File: src/rtl/class_score_collector.sv
// Collects one frame of per-class scores into a registered vector.
// Frames whose length does not match s_last are dropped and flagged on frame_err.
module class_score_collector #(
    parameter int DATA_WIDTH = 16,
    parameter int N_MATS     = 10,
    parameter int CNT_W      = 16
) (
    input  logic                  clk,
    input  logic                  rst_n,
    input  logic [DATA_WIDTH-1:0] s_data,
    input  logic                  s_valid,
    input  logic                  s_last,
    output logic                  s_ready,
    output logic [DATA_WIDTH-1:0] out_sum [N_MATS],
    output logic                  out_valid,
    output logic                  frame_err,
    output logic [CNT_W-1:0]      frame_count
);

    localparam int IDX_W = $clog2(N_MATS);
    localparam logic [IDX_W-1:0] LAST_IDX = IDX_W'(N_MATS - 1);

    typedef enum logic {
        COLLECT,
        DRAIN
    } state_t;

    state_t                state_q, state_d;
    logic [IDX_W-1:0]      cnt_q, cnt_d;
    logic [DATA_WIDTH-1:0] beat_buf_q [N_MATS-1];
    logic [DATA_WIDTH-1:0] beat_buf_d [N_MATS-1];
    logic [DATA_WIDTH-1:0] out_sum_q  [N_MATS];
    logic [DATA_WIDTH-1:0] out_sum_d  [N_MATS];
    logic                  out_valid_q, out_valid_d;
    logic                  frame_err_q, frame_err_d;
    logic [CNT_W-1:0]      frame_count_q, frame_count_d;
    logic                  accept;
    logic                  at_last_idx;

    // Both states accept unconditionally, so readiness only follows reset.
    assign s_ready     = rst_n;
    assign accept      = s_valid && s_ready;
    assign at_last_idx = (cnt_q == LAST_IDX);

    always_comb begin
        state_d       = state_q;
        cnt_d         = cnt_q;
        beat_buf_d    = beat_buf_q;
        out_sum_d     = out_sum_q;
        out_valid_d   = 1'b0;
        frame_err_d   = 1'b0;
        frame_count_d = frame_count_q;
        if (accept) begin
            case (state_q)
                COLLECT: begin
                    if (!at_last_idx && !s_last) begin
                        for (int i = 0; i < N_MATS - 1; i++) begin
                            if (cnt_q == IDX_W'(i)) begin
                                beat_buf_d[i] = s_data;
                            end
                        end
                        cnt_d = cnt_q + IDX_W'(1);
                    end else if (at_last_idx && s_last) begin
                        // The final beat bypasses the buffer straight into the output vector.
                        for (int i = 0; i < N_MATS - 1; i++) begin
                            out_sum_d[i] = beat_buf_q[i];
                        end
                        out_sum_d[N_MATS-1] = s_data;
                        out_valid_d   = 1'b1;
                        frame_count_d = frame_count_q + CNT_W'(1);
                        cnt_d         = '0;
                    end else if (!at_last_idx && s_last) begin
                        frame_err_d = 1'b1;
                        cnt_d       = '0;
                    end else begin
                        frame_err_d = 1'b1;
                        cnt_d       = '0;
                        state_d     = DRAIN;
                    end
                end
                DRAIN: begin
                    if (s_last) begin
                        state_d = COLLECT;
                        cnt_d   = '0;
                    end
                end
                default: begin
                    state_d = COLLECT;
                    cnt_d   = '0;
                end
            endcase
        end
    end

    always_ff @(posedge clk) begin
        if (!rst_n) begin
            state_q       <= COLLECT;
            cnt_q         <= '0;
            out_valid_q   <= 1'b0;
            frame_err_q   <= 1'b0;
            frame_count_q <= '0;
            for (int i = 0; i < N_MATS; i++) begin
                out_sum_q[i] <= '0;
            end
        end else begin
            state_q       <= state_d;
            cnt_q         <= cnt_d;
            beat_buf_q    <= beat_buf_d;
            out_sum_q     <= out_sum_d;
            out_valid_q   <= out_valid_d;
            frame_err_q   <= frame_err_d;
            frame_count_q <= frame_count_d;
        end
    end

    assign out_sum     = out_sum_q;
    assign out_valid   = out_valid_q;
    assign frame_err   = frame_err_q;
    assign frame_count = frame_count_q;

endmodule

File: config.mk
export PLATFORM = sky130hd
export DESIGN_NAME = class_score_collector
export DESIGN_NICKNAME = d
export VERILOG_FILES = /design/src/rtl/class_score_collector.sv
export SDC_FILE = /design/constraint.sdc
export NUM_CORES = 1
export LEC_CHECK = 0
export CELL_PAD_IN_SITES_DETAIL_PLACEMENT = 1
export CELL_PAD_IN_SITES_GLOBAL_PLACEMENT = 1
export CORE_MARGIN = 2
export CORE_UTILIZATION = 37
export CTS_CLUSTER_DIAMETER = 80
export DETAILED_ROUTE_END_ITERATION = 10
export HOLD_SLACK_MARGIN = 0.08
export PLACE_DENSITY_LB_ADDON = 0.1
export SLEW_MARGIN = 20
export SYNTH_ARGS = -nofsm -noshare
export SYNTH_HDL_FRONTEND = slang
export SYNTH_SLANG_ARGS = --single-unit
File: constraint.sdc
create_clock -name clk -period 2.3 [get_ports clk]
set_input_delay 0.46 -clock clk [delete_from_list [all_inputs] [get_ports clk]]
set_output_delay 0.46 -clock clk [all_outputs]
set_load 0.005 [all_outputs]
==> impl_metrics.yaml <==
status:
  status: "finished, final reports clean"
power:
  p_sw_w: 0.00236
  peakVddDrop_v: 0.000397
  power.internal_w: 0.00928
  switching_share_pct: 20.3
  pwr-share-clk_pct: 45.5
  power_frac_seq_pct: 52.2
  leakage_nw: 4.84
  power_frac_comb_pct: 2.3
  power_w: 0.0116
  power_density_mw_per_mm2: 782
synth:
  syn_area_per_cell_um2: 11.3
  yosys_most_used_dff: "dfxtp_1"
  synth-warning-count: 0
  yosysMostFrequentCell: "nand2_1"
  netlist_area_mm2: 0.0110
  ys_top_cells_by_area: "edfxtp_1 39%, dfxtp_1 33%, nand2_1 11%"
  ys_seq_elements: 327
  yosysUniqueCellTypes: 41
  synth_edf_count: 144
  yosysTopAreaCell: "edfxtp_1"
  seq_area_frac_synth_pct: 72.8
  yosys-top-cells-count: "333 x nand2_1, 183 x dfxtp_1, 167 x a21oi_1, 144 x edfxtp_1, 33 x buf_2"
  async_reset_ff_share_pct: 0
  syn_nets: 992
  synth_top_area_share_pct: 39.4
  synth_cells: 967
worst_setup_path:
  r2r_start: "cnt_q[1]$_SDFFE_PN0P_"
  rrSetupSlack_ns: 0.25
  timing.rr.end: "out_sum[40]$_SDFFE_PN0P_"
  start_kind: "register"
  r2r_cells: 8
  path_cells: "inv_1 -> ha_1 -> and3b_2 -> nand2_8 -> buf_12 -> buf_12 -> nand2_1 -> a21oi_1"
  critPathKind: "register to register"
  crit_buf_inv: 3
  cp.required_ns: 2.71
  crit_path_frequent_cell: "buf_12"
  cp_data_arrival_time_ns: 2.46
  worst_path_largest_cell_delay_ns: 0.43
  path_delay_family: "simple AND/OR/NAND/NOR gates"
  slowest_stage: "dfxtp_1"
  cp-end-kind: "register"
  path_max_fanout: 34
detailed_routing:
  drcViolationCount: 0
  drt_iter0_drc: 479
  wl_per_cell_um: 19.1
  antenna_left: 0
  wl_met1_um: 14200
  drt_first_pass_iters: 5
  avgViaCountPerCell: 4.85
  route.met3.wl_um: 1290
  topRoutingLayerUsed: "met4"
  routed_wl_um: 30700
  route.met2.wl_um: 14700
  vias: 7797
floorplanning:
  pin_count: 199
  core_area_mm2: 0.0294
  rows: 63
  dieHeight_um: 176
  die_area_mm2: 0.0310
  initial_utilization_pct: 37.3
  die_x_um: 176
placed_design:
  gp_congestion: 0.759
  place_area_mm2: 0.0138
  io_buffers: 198
  hpwl_um: 19100
cells_and_area:
  fin_util_pct: 50.6
  regArea_mm2: 0.00799
  design_area_mm2: 0.0149
  drive_gt1_share_pct: 8.29
  fillers: 3109
  syn_to_final_growth_pct: 35.6
  multi_input_area_mm2: 0.00269
  nets: 1218
timing:
  maxSlewHeadroom_pct: 64.3
  rsz0062_at_grt: "false"
  skew_ns: 0.0117
  finalCritPeriodShare_pct: 89.0
  fmaxAchievable_mhz: 488
  period_minus_slack_ns: 2.05
  tightest_slew_ns: 0.534
  setup_viol: 0
  drv_slew: 0
  finalHoldViolations: 0
grt:
  grt_overflow: 0
  grt_pass1_vias: 7835
  grt_start_max_net_pins: 52
  antenna_found_initial: 2
  grt_use_total_pct: 19.7
  grt_pass1_wl_um: 46500
clocking:
  cts.clk_slew.worst_paths_ns: 0.06
  cts_setup_buffers: 0
  cts_buffers: 36
  cts_hold_buf: 0
  cts_max_path_buffers: 3
  cts-root-buf: "clkbuf_16"
  htreeDepth: 2
  clock_latency_ns: 0.50
  cts_sinks: 327
  cts_tree: "yes"
  cts_resized: 0
worst_hold_path:
  hold_path.class: "register to register"
  hp-start: "out_sum[101]$_SDFFE_PN0P_"
  holdPathStages: 2
  min_to: "out_sum[101]$_SDFFE_PN0P_"
flow_run:
  maxCapViolCount: 0
[registers in the layout, indices dropped and copies added (netlist names)]
| name | cells |
|---|---|
| out_sum | 160 |
| beat_buf_q | 144 |
| frame_count | 16 |
| cnt_q | 4 |
| frame_err | 1 |
| out_valid | 1 |
| state_q | 1 |
[tightest hold or removal path, delay by kind of cell (launching register included)]
kind | cells | cell delay, ns
flops | 1 | 0.30
simple gates | 1 | 0.05
compound gates | 1 | 0.05
[metrics by stage]
stage	worst slack, ns	hold slack, ns	instances	setup TNS (ns)
global placement	-0.0204	0.442	1545	-1.11
finish	0.252	0.453	1609	0
detailed placement	-0.0765	0.449	1545	-6.26
global route	0.0887	0.471	1608	0
floorplan	0.156	0.453	967	0
CTS	0.0369	0.456	1608	0
[how the worst max path moves through the flow]
stage	slack, ns	to	startpoint	cells past startpoint
final	0.25	out_sum[40]$_SDFFE_PN0P_	cnt_q[1]$_SDFFE_PN0P_	8
after global routing	0.09	out_sum[40]$_SDFFE_PN0P_	cnt_q[1]$_SDFFE_PN0P_	8
after CTS	0.04	frame_count[5]$_SDFFE_PN0P_	cnt_q[0]$_SDFFE_PN0P_	6
after detailed placement	-0.08	beat_buf_q[133]$_DFFE_PP_	s_valid	6
after global placement	-0.02	beat_buf_q[50]$_DFFE_PP_	rst_n	6
after floorplan	0.16	beat_buf_q[0]$_DFFE_PP_	cnt_q[1]$_SDFFE_PN0P_	6
[power by group through the flow]
| stage | sequential, W | combinational [W] | clock (W) |
|---|---|---|---|
| after floorplan | 0.00620 | 0.0000641 | 0 |
| after global placement | 0.00620 | 0.000271 | 0 |
| after detailed placement | 0.00620 | 0.000271 | 0 |
| after CTS | 0.00608 | 0.000271 | 0.00544 |
| after global routing | 0.00607 | 0.000283 | 0.00568 |
| final | 0.00608 | 0.000266 | 0.00530 |
[cells in the final DEF (no fill, tap or decap), types with 2 or more instances in the layout]
master / synthesis / layout
nor2_1: 7 / 7
nand2_1: 333 / 333
buf_4: 6 / 27
clkinv_1: 0 / 2
a31oi_1: 2 / 2
clkbuf_8: 0 / 3
o211ai_1: 2 / 2
and4_1: 3 / 3
inv_6: 0 / 2
dfxtp_1: 183 / 183
clkbuf_1: 18 / 16
o311ai_1: 2 / 2
xor2_1: 3 / 3
clkbuf_16: 0 / 38
clkinv_2: 0 / 4
inv_1: 4 / 4
buf_12: 0 / 21
o41ai_1: 2 / 2
nand3_1: 4 / 4
mux2i_1: 5 / 5
xnor2_1: 2 / 2
or3_1: 6 / 6
and2_1: 9 / 9
edfxtp_1: 144 / 144
a21oi_1: 167 / 167
ha_1: 5 / 5
o21ai_0: 4 / 4
clkdlybuf4s50_1: 0 / 198
nand4_1: 4 / 4
[metal layers]
layer | vias to the layer above | track usage, %
met5 | - | 0
met4 | 0 | 4.37
met3 | 32 | 3.08
met2 | 171 | 32.8
met1 | 3864 | 27.3
li1 | 3730 | -
[final cells by class]
class	count	area share [%]
flip-flops and latches	327	53.7
multi-input cells	576	18.1
repair buffers	246	17.5
clock buffers	57	7.07
well taps	390	3.28
inverters	6	0.219
clock inverters	6	0.185
diodes	1	0.0168
[kinds of logic (layout without fill, tap and decap cells)]
logic type,Yosys count,in the layout,synth area share [%]
multiplexers,5,5,0.456
AND/OR/NAND/NOR,378,378,14.3
adder cells (fa/ha/maj),5,5,0.570
other,0,1,0
flip-flops,327,327,72.8
XOR/XNOR,5,5,0.399
buffers and inverters,64,315,2.84
AO/OA/AOI/OAI,183,183,8.66
Power figures use the tool's default switching activity.
